File: src/rtl/sl_pkg.sv
// sl_pkg: shared types and word-length helpers for the SL receive controller.
package sl_pkg;

   typedef enum logic [1:0] {MODE_8, MODE_16, MODE_32, MODE_RSVD} sl_mode_e;

   typedef enum logic [2:0] {
      S_DISABLED,
      S_RST_RX,
      S_IDLE,
      S_RECV,
      S_CAPTURE
   } sl_ctrl_state_e;

   function automatic logic [5:0] sl_word_bits(input sl_mode_e mode);
      return mode == MODE_8  ? 6'd8  :
             mode == MODE_16 ? 6'd16 :
             mode == MODE_32 ? 6'd32 : 6'd0;
   endfunction

   // Receiver words arrive left-justified; this is the right shift that aligns them.
   function automatic logic [5:0] sl_shift(input sl_mode_e mode);
      return mode == MODE_RSVD ? 6'd0 : 6'd32 - sl_word_bits(mode);
   endfunction

endpackage

File: src/rtl/sl_rx_fifo.sv
// sl_rx_fifo: synchronous word FIFO with flush; head is zero while empty.
module sl_rx_fifo #(
   parameter int DEPTH = 4,
   parameter int W     = 32
) (
   input  logic         clk,
   input  logic         reset_n,
   input  logic         i_flush,
   input  logic         i_push,
   input  logic [W-1:0] i_data,
   input  logic         i_pop,
   output logic [W-1:0] o_data,
   output logic         o_full,
   output logic         o_empty
);

   localparam int AW = $clog2(DEPTH);

   logic [W-1:0] r_mem [DEPTH];
   logic [AW:0]  r_wr;
   logic [AW:0]  r_rd;
   logic         w_push;
   logic         w_pop;

   assign o_empty = r_wr == r_rd;
   assign o_full  = (r_wr[AW] != r_rd[AW]) && (r_wr[AW-1:0] == r_rd[AW-1:0]);
   assign w_pop   = i_pop && !o_empty;
   assign w_push  = i_push && (!o_full || w_pop);
   assign o_data  = o_empty ? '0 : r_mem[r_rd[AW-1:0]];

   always_ff @(posedge clk or negedge reset_n) begin
      if (!reset_n) begin
         r_wr <= '0;
         r_rd <= '0;
      end else if (i_flush) begin
         r_wr <= '0;
         r_rd <= '0;
      end else begin
         if (w_push) r_wr <= r_wr + 1'b1;
         if (w_pop)  r_rd <= r_rd + 1'b1;
      end
   end

   always_ff @(posedge clk) begin
      if (w_push) r_mem[r_wr[AW-1:0]] <= i_data;
   end

endmodule

File: src/rtl/sl_rx_controller.sv
// sl_rx_controller: sequences the async SL receiver, captures its words into a
// FIFO, keeps good/bad word counts and recovers a stalled receiver by watchdog.
module sl_rx_controller import sl_pkg::*; #(
   parameter int FIFO_DEPTH     = 4,
   parameter int TIMEOUT_CYCLES = 4096,
   parameter int RST_CYCLES     = 2
) (
   input  logic        clk,
   input  logic        reset_n,
   input  logic        cfg_enable,
   input  logic [1:0]  cfg_mode,
   input  logic        clear_status,
   input  logic        sl0,
   input  logic        sl1,
   input  logic [31:0] rx_data,
   input  logic        rx_valid,
   input  logic        rx_ready,
   output logic        rx_reset_n,
   output logic [1:0]  rx_mode,
   output logic [31:0] word_data,
   output logic        word_valid,
   input  logic        word_ready,
   output logic [15:0] word_cnt,
   output logic [7:0]  err_cnt,
   output logic        overflow,
   output logic        timeout
);

   localparam int WD_W = $clog2(TIMEOUT_CYCLES + 1);
   localparam int RC_W = $clog2(RST_CYCLES + 1);

   if (TIMEOUT_CYCLES < 1) begin : g_bad_timeout
      $error("TIMEOUT_CYCLES must be at least 1");
   end
   if (FIFO_DEPTH < 2 || (FIFO_DEPTH & (FIFO_DEPTH - 1)) != 0) begin : g_bad_depth
      $error("FIFO_DEPTH must be a power of two, at least 2");
   end
   if (RST_CYCLES < 1) begin : g_bad_rst
      $error("RST_CYCLES must be at least 1");
   end

   sl_ctrl_state_e  r_state;
   sl_ctrl_state_e  w_next;
   logic [3:0]      r_sync1;
   logic [3:0]      r_sync2;
   logic [1:0]      r_sl_d;
   logic            r_rdy_d;
   logic [WD_W-1:0] r_wdog;
   logic [RC_W-1:0] r_rst_cnt;
   logic [1:0]      r_mode;
   logic            r_rx_reset_n;
   logic [15:0]     r_word_cnt;
   logic [7:0]      r_err_cnt;
   logic            r_overflow;
   logic            r_timeout;
   logic            w_sl_fall;
   logic            w_rdy_rise;
   logic            w_valid;
   logic            w_cfg_ok;
   logic            w_rst_done;
   logic            w_wd_fire;
   logic            w_capture;
   logic            w_wd_evt;
   logic            w_push;
   logic            w_full;
   logic            w_empty;
   logic [31:0]     w_word;

   // Sync order {rx_valid, rx_ready, sl1, sl0}; lines idle high.
   always_ff @(posedge clk or negedge reset_n) begin
      if (!reset_n) begin
         r_sync1 <= 4'b0011;
         r_sync2 <= 4'b0011;
         r_sl_d  <= 2'b11;
         r_rdy_d <= 1'b0;
      end else begin
         r_sync1 <= {rx_valid, rx_ready, sl1, sl0};
         r_sync2 <= r_sync1;
         r_sl_d  <= r_sync2[1:0];
         r_rdy_d <= r_sync2[2];
      end
   end

   assign w_sl_fall  = |(r_sl_d & ~r_sync2[1:0]);
   assign w_rdy_rise = r_sync2[2] & ~r_rdy_d;
   assign w_valid    = r_sync2[3];
   assign w_cfg_ok   = cfg_enable && (cfg_mode != MODE_RSVD);
   assign w_rst_done = r_rst_cnt == RC_W'(RST_CYCLES - 1);
   assign w_wd_fire  = (r_wdog == WD_W'(TIMEOUT_CYCLES - 1)) && !w_sl_fall;

   always_comb begin
      w_next    = r_state;
      w_capture = 1'b0;
      w_wd_evt  = 1'b0;
      case (r_state)
         S_DISABLED: w_next = w_cfg_ok ? S_RST_RX : S_DISABLED;
         S_RST_RX:   w_next = !w_cfg_ok ? S_DISABLED : w_rst_done ? S_IDLE : S_RST_RX;
         S_IDLE:     w_next = !w_cfg_ok ? S_DISABLED :
                              (cfg_mode != r_mode) ? S_RST_RX :
                              w_sl_fall ? S_RECV : S_IDLE;
         // Mode changes and disable wait until the word ends or times out.
         S_RECV: begin
            w_capture = w_rdy_rise;
            w_wd_evt  = !w_rdy_rise && w_wd_fire;
            w_next    = w_rdy_rise ? S_CAPTURE : w_wd_fire ? S_RST_RX : S_RECV;
         end
         S_CAPTURE:  w_next = S_IDLE;
         default:    w_next = S_DISABLED;
      endcase
   end

   always_ff @(posedge clk or negedge reset_n) begin
      if (!reset_n) begin
         r_state      <= S_DISABLED;
         r_rst_cnt    <= '0;
         r_mode       <= 2'd0;
         r_rx_reset_n <= 1'b0;
         r_wdog       <= '0;
      end else begin
         r_state      <= w_next;
         r_rst_cnt    <= (r_state == S_RST_RX && w_next == S_RST_RX) ? r_rst_cnt + 1'b1 : '0;
         r_mode       <= (w_next == S_RST_RX && r_state != S_RST_RX) ? cfg_mode : r_mode;
         r_rx_reset_n <= !(w_next == S_DISABLED || w_next == S_RST_RX);
         r_wdog       <= (r_state == S_RECV && w_next == S_RECV && !w_sl_fall) ? r_wdog + 1'b1 : '0;
      end
   end

   // The word is pushed on the edge that detects the ready rise; CAPTURE follows.
   assign w_push = w_capture && w_valid;
   assign w_word = rx_data >> sl_shift(sl_mode_e'(r_mode));

   always_ff @(posedge clk or negedge reset_n) begin
      if (!reset_n) begin
         r_word_cnt <= '0;
         r_err_cnt  <= '0;
         r_overflow <= 1'b0;
         r_timeout  <= 1'b0;
      end else if (clear_status) begin
         r_word_cnt <= '0;
         r_err_cnt  <= '0;
         r_overflow <= 1'b0;
         r_timeout  <= 1'b0;
      end else begin
         if (w_push && r_word_cnt != '1) r_word_cnt <= r_word_cnt + 1'b1;
         if (w_capture && !w_valid && r_err_cnt != '1) r_err_cnt <= r_err_cnt + 1'b1;
         if (w_push && w_full && !word_ready) r_overflow <= 1'b1;
         if (w_wd_evt) r_timeout <= 1'b1;
      end
   end

   sl_rx_fifo #(.DEPTH(FIFO_DEPTH), .W(32)) u_fifo (
      .clk     (clk),
      .reset_n (reset_n),
      .i_flush (!cfg_enable),
      .i_push  (w_push),
      .i_data  (w_word),
      .i_pop   (word_ready),
      .o_data  (word_data),
      .o_full  (w_full),
      .o_empty (w_empty)
   );

   assign word_valid = !w_empty;
   assign rx_reset_n = r_rx_reset_n;
   assign rx_mode    = r_mode;
   assign word_cnt   = r_word_cnt;
   assign err_cnt    = r_err_cnt;
   assign overflow   = r_overflow;
   assign timeout    = r_timeout;

endmodule
File: config.mk
export PLATFORM = sky130hd
export DESIGN_NAME = sl_rx_controller
export DESIGN_NICKNAME = d
export VERILOG_FILES = /design/src/rtl/sl_pkg.sv /design/src/rtl/sl_rx_fifo.sv /design/src/rtl/sl_rx_controller.sv
export SDC_FILE = /design/constraint.sdc
export NUM_CORES = 1
export LEC_CHECK = 0
export ABC_AREA = 0
export CORE_UTILIZATION = 60
export CTS_CLUSTER_DIAMETER = 50
export DETAILED_ROUTE_END_ITERATION = 8
export DONT_BUFFER_PORTS = 1
export HOLD_SLACK_MARGIN = 0.06
export PLACE_DENSITY = 0.77
export SYNTH_ARGS = -nofsm -noshare
export SYNTH_HDL_FRONTEND = slang
export SYNTH_HIERARCHICAL = 1
export SYNTH_SLANG_ARGS = --single-unit
File: constraint.sdc
create_clock -name clk -period 3.65 [get_ports clk]
set_clock_uncertainty 0.15 [all_clocks]
set_input_delay 0.365 -clock clk [delete_from_list [all_inputs] [get_ports clk]]
set_output_delay 0.365 -clock clk [all_outputs]
set_load 0.005 [all_outputs]
Word level (Yosys, flattened, before mapping)

Memory sizes are Yosys's and may differ from the RTL's.
Index checks and enable logic that the tools add are counted.

Input port bits: 43
Register bits: 64
Bits in writable memories: 128
Logic and storage cells: 114
Memories kept: 1

Reductions and logical operators: 33
Add/sub/neg operators: 7
Muxes and demuxes: 32
Shift-type cells: 1
Bitwise logic cells: 4
Eq/ne operators: 21

Memories:

| memory       | depth | bits a word | read ports | clocked after memory_dff | wr ports | line             | source |
|---|---|---|---|---|---|---|---|
| u_fifo.r_mem | 4     | 32          | 1          | 0                        | 1        | sl_rx_fifo.sv:19 | `logic [W-1:0] r_mem [DEPTH];` |

Operators with widths:

| kind                                                               | number |
|---|---|
| 16-bit 2-to-1 mux                                                  | 2 |
| 32-bit 2-to-1 mux                                                  | 1 |
| 32-bit by 6-bit right shift with 32-bit output                     | 1 |
| 6-bit 2-to-1 mux                                                   | 4 |
| 16-bit by 1-bit adder with 16-bit output (second input constant)   | 1 |
| 1-bit logical AND                                                  | 16 |
| 8-bit 2-to-1 mux                                                   | 2 |
| 16-bit != test (second input constant)                             | 1 |
| 3-bit 2-to-1 mux                                                   | 5 |
| 3-bit case mux with 5 select lines                                 | 1 |
| 13-bit by 1-bit adder with 13-bit output (second input constant)   | 1 |
| 13-bit by 12-bit == test with 1-bit output (second input constant) | 1 |
| 13-bit 2-to-1 mux                                                  | 1 |
| 2-bit 2-to-1 mux                                                   | 6 |
| 1-bit 2-to-1 mux                                                   | 10 |
| 3-bit by 2-bit == test with 1-bit output (second input constant)   | 3 |
| 8-bit by 1-bit adder with 8-bit output (second input constant)     | 1 |
| 8-bit != test (second input constant)                              | 1 |
| 2-bit nonzero test                                                 | 4 |
| 1-bit logical NOT                                                  | 7 |
| 3-bit by 1-bit adder with 3-bit output (second input constant)     | 2 |
| 3-bit by 1-bit == test with 1-bit output (second input constant)   | 2 |
| 3-bit logical NOT                                                  | 2 |
| 6-bit subtractor (first input constant)                            | 1 |
| 18 further kinds                                                   | 22 |

Depth between registers and ports, before layout

Gate-level depths: netlist (run 1).

Depth after elaboration: 12
Gate-level depth with buffers: 7
Gate-level depth less buffers: 7

By module

Netlist (run 1), hierarchy kept.

Modules (own cells, without submodules):

| module           | cells an instance | times used | sequential area each (sq um) | area each (sq um) |
|---|---|---|---|---|
| sl_rx_fifo       | 254               | 1          | 3,993.8                      | 5,298.8 |
| sl_rx_controller | 302               | 1          | 1,458.9                      | 2,935.3 |

Least setup slack after synthesis (run 1)

No wires, ideal clock.

Path type: reg2reg
Start: register r_state[2]
End: register u_fifo.r_wr[2]
Required time: 3,370 ps
Slack: 264 ps
Cell stages (with the launch flop): 7
Arrival: 3,106 ps
Buffers on the path: 0
Cells stage by stage: dfrtp_1 > and3b_1 > nand3_1 > inv_1 > nand2_1 > a41oi_1 > mux2_2

Cells in the longest elaborated chain, start to end: 5

Ends and longest elaborated chain:

| element                                                   | line                    | source |
|---|---|---|
| from (decl)                                               | sl_rx_controller.sv:42  | `sl_ctrl_state_e r_state;` |
| from (signal assigned)                                    | sl_rx_controller.sv:120 | `r_state <= w_next;` |
| 3-bit by 2-bit == test with 1-bit output                  | sl_rx_controller.sv:95  | `case (r_state)` |
| 1-bit 2-to-1 mux                                          | sl_rx_controller.sv:95  |  |
| 1-bit logical AND                                         | sl_rx_controller.sv:129 | `assign w_push = w_capture && w_valid;` |
| named net w_push                                          | sl_rx_controller.sv:64  | `logic w_push;` |
| 1-bit logical AND                                         | sl_rx_fifo.sv:28        | `assign w_push = i_push && (!o_full \|\| w_pop);` |
| 2-bit by 1-bit != test with 1-bit output (no source line) | n/a                     |  |
| to (signal assigned)                                      | sl_rx_fifo.sv:39        | `if (w_push) r_wr <= r_wr + 1'b1;` |
| to (decl)                                                 | sl_rx_fifo.sv:20        | `logic [AW:0] r_wr;` |

The timed path passes the listed nets, and every way through them passes these cells.
A chain may end at the register's enable or synchronous reset.

Worst setup path in the final report (run 1)

Start: register u_fifo.r_rd[0]
End: output word_data[18]

Cells in the longest elaborated chain, start to end: 2
Elaborated cells between the ends (all ways): 3
Those cells by class: 1 x eq/ne; 1 x mux; 1 x memory

Ends and longest elaborated chain:

| element                                                   | line                   | source |
|---|---|---|
| from (decl)                                               | sl_rx_fifo.sv:21       | `logic [AW:0] r_rd;` |
| from (signal assigned)                                    | sl_rx_fifo.sv:40       | `if (w_pop) r_rd <= r_rd + 1'b1;` |
| memory 4 x 32 bit / 3-bit == test (equally long branches) | n/a                    |  |
| 32-bit 2-to-1 mux *                                       | sl_rx_fifo.sv:29       | `assign o_data = o_empty ? '0 : r_mem[r_rd[AW-1:0]];` |
| to (decl)                                                 | sl_rx_controller.sv:20 | `output logic [31:0] word_data,` |

Mark *: on every way between the ends. The rest lies on a longest branch, timed or not.

==> flow_summary.yaml, run 1 <==
global_route:
  grt_pass1_wl_mm: 26.03
  grt_pass1_vias: 4819
  grtUsageTotal_pct: 25.06
  grt_max_degree: 65
  antenna_found_initial: 0
  grt_overflow: 0
setup_path:
  cp_data_required_time_ps: 3130
  worstSetupEndpointType: "output pin"
  cp_slowest_cell: "dfrtp_2"
  crit_type: "flip-flop to output pin"
  slowest_delay_ps: 770
  cp_max_fo: 20
  worstPathArrival_ps: 2430
  cp_num_buf_inv: 1
  worstSetupStartpointType: "flip-flop"
  worstPathCellList: "buf_4 -> mux4_2 -> nor2b_1"
  critical-path-top-delay-family: "flip-flops"
place:
  pre_cts_ws_ps: 1055
  port_buffers: 0
  gp_congestion: 0.7925
  dp_hpwl_mm: 10.38
synthesis:
  syn_area_um2: 8234
  async_flop_share_pct: 33.33
  synthAdderAreaFrac_pct: 1.368
  dominantRegCellSynth: "edfxtp_1"
  synth_compound_gate_area_share_pct: 3.708
  synth_top_family_by_area: "simple AND/OR/NAND/NOR gates"
  synth_xor_area_share_pct: 3.829
  synth_cells: 556
  synth-simple-area-share_pct: 11.87
  synth-edff-count: 128
  syn_nets: 608
  syn_area_per_cell_um2: 14.81
  yosysWarnings: 6
  seq_area_frac_synth_pct: 66.22
  synth-seq-cells: 192
  yosys.cell_types.count: 50
  synth.area.mux_share_pct: 10.94
sta:
  relSlewSlack_pct: 30.44
  rsz0062_at_grt: "false"
  finalHoldViolations: 0
  setup_viol: 0
  fin_ws_ps: 705.2
  final.min_clock_period_ps: 2945
  max_freq_ghz: 0.3396
  drv_slew: 0
  setup_tns_ps: 0
  worst_pin_slew_ps: 1038
  timing.final.crit_share_pct: 80.68
drt:
  wl_per_cell_um: 21.38
  drtAntennaViolNets: 0
  via_count: 4677
  vias_per_cell: 6.082
  wl_mm: 16.45
  dr.pass1.iters: 5
  post-route-drc-count: 0
  drt_iter0_markers: 355
pwr:
  internal-power_mw: 3.548
  seq_power_share_pct: 52.8
  swShare_pct: 24.07
  leakage_nw: 3.356
  switchingPower_mw: 1.125
  power_density_nw_per_um2: 506.7
  vdd_drop_max_v: 0.0003185
  clkPwrFrac_pct: 37.2
  p_comb_share_pct: 10.1
floorplanning:
  io_pins: 105
  die_w_um: 119.1
  dieArea_um2: 14200
  rows: 42
  coreArea_um2: 13300
  dieHeight_um: 119.1
  initial_utilization_pct: 61.93
cts:
  cts.clk_slew.worst_paths_ps: 70
  clockBufferDepth: 2
  cts.sinks: 192
  clock_latency_ps: 430
  cts_tree: "built"
  cts-root-buf: "clkbuf_16"
  cts_resized: 0
  numCtsBuffers: 17
  cts_htree_levels: 4
final_layout:
  final_cell_mix: "edfxtp_1, dfrtp_1, nor2_1"
  nNetsFinal: 632
  drive_gt1_share_pct: 15.18
  area_growth_pct: 11.99
  layout_commonest_cell: "edfxtp_1"
  antenna_cells: 0
  register_area_um2: 5454
  multiInputGateArea_um2: 2636
  final_util_pct: 69.36
  fillers: 895
flow_run:
  maxCapViolations: 0
hold_path:
  min_path_type: "input pin to flip-flop"
run_status:
  status: "complete, no violations"
## cell usage after synthesis, types with 2 or more instances
cell,number,area (um2)
a21o_1,2,15.01
a21oi_1,5,25.02
a22o_1,8,70.07
a31oi_1,5,31.28
and2_1,20,125.1
and3_1,8,50.05
and4_1,3,26.28
buf_2,7,35.03
clkbuf_1,16,60.06
dfrtp_1,58,1451
dfstp_2,6,157.7
edfxtp_1,128,3844
ha_1,9,112.6
inv_1,19,71.32
mux2_1,2,22.52
mux2_2,2,22.52
mux2i_1,12,120.1
mux4_2,32,720.7
nand2_1,26,97.59
nand2b_1,3,18.77
nand3_1,17,85.08
nand4_1,10,62.56
nor2_1,43,161.4
nor2b_1,38,237.7
nor3_1,3,15.01
o21ai_0,15,75.07
or3_1,2,12.51
xnor2_1,12,105.1
xor2_1,24,210.2
## per-layer routing
layer	part of all wire (%)	GRT usage (%)
met5	0	0
met4	1.9	9.810
met3	7.5	7.519
met2	51	40.92
met1	40	31.61
## cells by family (layout without fill, tap and decap cells)
group,after synthesis,count (layout)
flops,192,192
compound gates,45,45
simple gates,182,182
fa+ha+maj,9,9
mux,49,49
xor+xnor,36,36
buf+inv,43,80
## worst register-to-register path: cells and delay by family, from the launching register on
| family | cells | cell delay, ps |
|---|---|---|
| AOI/OAI and AO/OA | 1 | 840 |
| and+or+nand+nor | 3 | 560 |
| DFF | 1 | 440 |
| adders and majority gates | 1 | 260 |
| xor gates and xnor gates | 1 | 170 |
## flip-flops by register name (all words and copies together) (netlist names)
register / flops
u_fifo/r_mem: 128
word_cnt: 16
r_wdog: 13
err_cnt: 8
r_sync1: 4
r_sync2: 4
r_state: 3
u_fifo/r_rd: 3
u_fifo/r_wr: 3
r_rst_cnt: 2
r_sl_d: 2
rx_mode: 2
overflow: 1
r_rdy_d: 1
rx_reset_n: 1
timeout: 1
## final timing paths
kind / cells past startpoint / slack [ps] / from / end
worst min register to register: 0 / 210 / r_sync1[1]$_DFF_PN1_ / r_sync2[1]$_DFF_PN1_
worst max register to register: 6 / 1080 / word_cnt[0]$_DFFE_PN0P_ / word_cnt[9]$_DFFE_PN0P_
min in group asynchronous: 2 / 290 / reset_n / word_cnt[9]$_DFFE_PN0P_
max in group asynchronous: 2 / 2730 / reset_n / r_sl_d[0]$_DFF_PN1_
worst min-delay path: 1 / 80 / rx_data[31] / u_fifo/r_mem[1][31]$_DFFE_PP_
worst max-delay path: 3 / 710 / u_fifo/r_rd[0]$_DFFE_PN0P_ / word_data[18]
## through the flow
step	cells	instance area [um2]	hold slack, ps	power, mW
2_1_floorplan	556	8234	-80.59	2.830
3_3_place_gp	718	8457	-79.06	2.922
3_5_place_dp	718	8457	-79.09	2.947
4_1_cts	769	9221	60.03	4.718
5_1_grt	769	9221	76.13	4.841
6_report	769	9221	79.22	4.673
## timing repair
action	4_1_cts	5_1_grt
endpoints found under the hold margin	129	0
setup buffers	0	0
hold buffers	19	0
## power groups by stage
stage / Sequential (mW) / Combinational [mW] / Clock [mW]
6_report: 2.47 / 0.471 / 1.74
5_1_grt: 2.47 / 0.518 / 1.85
4_1_cts: 2.47 / 0.475 / 1.78
3_5_place_dp: 2.51 / 0.434 / 0
3_3_place_gp: 2.51 / 0.412 / 0
2_1_floorplan: 2.48 / 0.355 / 0
## final cells by class
type                            instances  area share, %
Sequential cell                       192          59.15
Multi-Input combinational cell        321          28.59
Clock buffer                           17          4.613
Timing Repair Buffer                   29          3.066
Tap cell                              176          2.388
Clock inverter                         15          1.425
Inverter                               19         0.7734
No activity file was read; power rests on OpenSTA's default activity.
==> run 2, diff against run 1 <==
--- a/config.mk
+++ b/config.mk
@@ -6,12 +6,12 @@
 export NUM_CORES = 1
 export LEC_CHECK = 0
 export ABC_AREA = 0
-export CORE_UTILIZATION = 60
+export CORE_UTILIZATION = 57
 export CTS_CLUSTER_DIAMETER = 50
 export DETAILED_ROUTE_END_ITERATION = 8
 export DONT_BUFFER_PORTS = 1
 export HOLD_SLACK_MARGIN = 0.06
-export PLACE_DENSITY = 0.77
+export PLACE_DENSITY = 0.76
 export SYNTH_ARGS = -nofsm -noshare
 export SYNTH_HDL_FRONTEND = slang
 export SYNTH_HIERARCHICAL = 1
==> constraint.sdc (replaced) <==
create_clock -name clk -period 2.6 [get_ports clk]
set_clock_uncertainty 0.15 [all_clocks]
set_input_delay 0.26 -clock clk [delete_from_list [all_inputs] [get_ports clk]]
set_output_delay 0.26 -clock clk [all_outputs]
set_load 0.005 [all_outputs]
==> flow_summary.yaml, run 2 (synthesized netlist as in run 1, its figures left out) <==
run_status:
  status: "complete, no violations"
floorplanning:
  dieArea_um2: 14930
  io_pins: 105
  coreArea_um2: 13990
  die_w_um: 122.2
  initial_utilization_pct: 58.86
  rows: 43
  dieHeight_um: 122.2
hold_path:
  min_path_type: "input pin to flip-flop"
  holdCritStartpoint: "cfg_enable"
final_layout:
  largest_register_ffs: 128
  drive_gt1_share_pct: 14.19
  layout_commonest_cell: "edfxtp_1"
  area_growth_pct: 15.33
  final_cell_mix: "edfxtp_1, dfrtp_1, nor2_1"
  antenna_cells: 0
  nNetsFinal: 652
  fillers: 916
drt:
  drt_iter0_markers: 394
  post-route-drc-count: 0
  via_count: 4748
  wl_mm: 16.29
  wl_per_cell_um: 20.54
  drtAntennaViolNets: 0
  dr.pass1.iters: 5
  vias_per_cell: 5.987
global_route:
  grt_overflow: 0
  grt_pass1_vias: 4838
  grt_max_degree: 65
  grt_pass1_wl_mm: 25.14
  antenna_found_initial: 0
  grtUsageTotal_pct: 23.17
setup_path:
  cp_num_buf_inv: 1
  worstPathArrival_ps: 1920
  worstPathCellList: "buf_4 -> mux4_2 -> nor2b_1"
  crit_type: "flip-flop to output pin"
  cp_slowest_cell: "buf_4"
  cp_max_fo: 32
  cp_data_required_time_ps: 2190
  rr_startpoint: "r_wdog[0]$_DFF_PN0_"
  crit_start: "u_fifo/r_rd[1]$_DFFE_PN0P_"
  slowest_delay_ps: 470
  worstSetupStartpointType: "flip-flop"
  critical-path-top-delay-family: "buffers and inverters"
  worstSetupEndpointType: "output pin"
sta:
  fin_ws_ps: 269.7
  relSlewSlack_pct: 35.90
  rsz0062_at_grt: "false"
  drv_slew: 0
  finalHoldViolations: 0
  final.min_clock_period_ps: 2330
  worst_pin_slew_ps: 958.4
  timing.final.crit_share_pct: 89.63
  setup_tns_ps: 0
  setup_viol: 0
  max_freq_ghz: 0.4291
cts:
  cts_tree: "built"
  cts.clk_slew.worst_paths_ps: 60
  clockBufferDepth: 2
  clock_latency_ps: 420
  cts-root-buf: "clkbuf_16"
  post-cts-setup-buffer-count: 0
  cts_htree_levels: 4
  cts.sinks: 192
  numCtsBuffers: 17
place:
  dp_hpwl_mm: 10.00
  gp_congestion: 0.8093
  pre_cts_ws_ps: 335.1
  port_buffers: 0
pwr:
  leakage_nw: 3.462
  vdd_drop_max_v: 0.0003963
  power_density_nw_per_um2: 707.8
flow_run:
  maxCapViolations: 0
run 2: changes by cell type in the layout (fill, tap and decap cells not counted), moves of 2 or more:
| cell | change |
|---|---|
| clkbuf_1 | +3 |
| buf_4 | -3 |
| buf_12 | +4 |
| inv_6 | -5 |
| bufinv_16 | +2 |
| dlygate4sd3_1 | +19 |
run 2: worst paths after layout:
path / end / slack, ps / cells past startpoint
min: r_state[0]$_DFF_PN0_ / 80 / 3
max reg2reg: rx_mode[1]$_DFFE_PN0P_ / 310 / 7
min in group asynchronous: word_cnt[13]$_DFFE_PN0P_ / 200 / 2
max in group asynchronous: r_sl_d[0]$_DFF_PN1_ / 1770 / 2
max: word_data[19] / 270 / 3
min reg2reg: r_sync2[3]$_DFF_PN0_ / 200 / 0
run 2: power by group:
| part | switching [mW] | internal [mW] |
|---|---|---|
| registers | 0.0239 | 3.40 |
| clock network | 1.05 | 1.50 |
| logic | 0.455 | 0.289 |
run 2: layout make-up:
cell class,count,area (um2),share of cell area [%]
Inverter,19,71.32,0.7510
Clock inverter,12,142.6,1.502
Multi-Input combinational cell,321,2636,27.76
Sequential cell,192,5454,57.43
Tap cell,180,225.2,2.372
Timing Repair Buffer,49,530.5,5.586
Clock buffer,20,436.7,4.598
run 2: tightest hold or removal path, stage by stage:
cell       delay (ps)
a21boi_0          150
o2111ai_1         110
nand2_1            90
run 2: timing repair:
item                                   CTS  global route
hold buffers                            38             0
endpoints found under the hold margin  211             0
gates resized for setup                  0             0
run 2: routing by layer:
layer | vias up | routed length [um] | GRT usage, %
met5 | - | 0 | 0
met4 | 0 | 245 | 8.232
met3 | 19 | 1251 | 6.039
met2 | 198 | 8055 | 38.74
met1 | 2399 | 6737 | 29.33
li1 | 2132 | - | -
run 2: through the flow:
| step | cell area (um2) | hold slack, ps | util, % | cells | total power [mW] |
|---|---|---|---|---|---|
| 5_1_grt | 9497 | 78.22 | 67.89 | 793 | 6.971 |
| 3_3_place_gp | 8519 | -184.1 | 60.90 | 723 | 4.109 |
| 2_1_floorplan | 8253 | -185.6 | - | 556 | 3.976 |
| 6_report | 9497 | 84.20 | 67.89 | 793 | 6.721 |
| 3_5_place_dp | 8519 | -184.1 | 60.90 | 723 | 4.145 |
| 4_1_cts | 9497 | 62.51 | 67.89 | 793 | 6.774 |
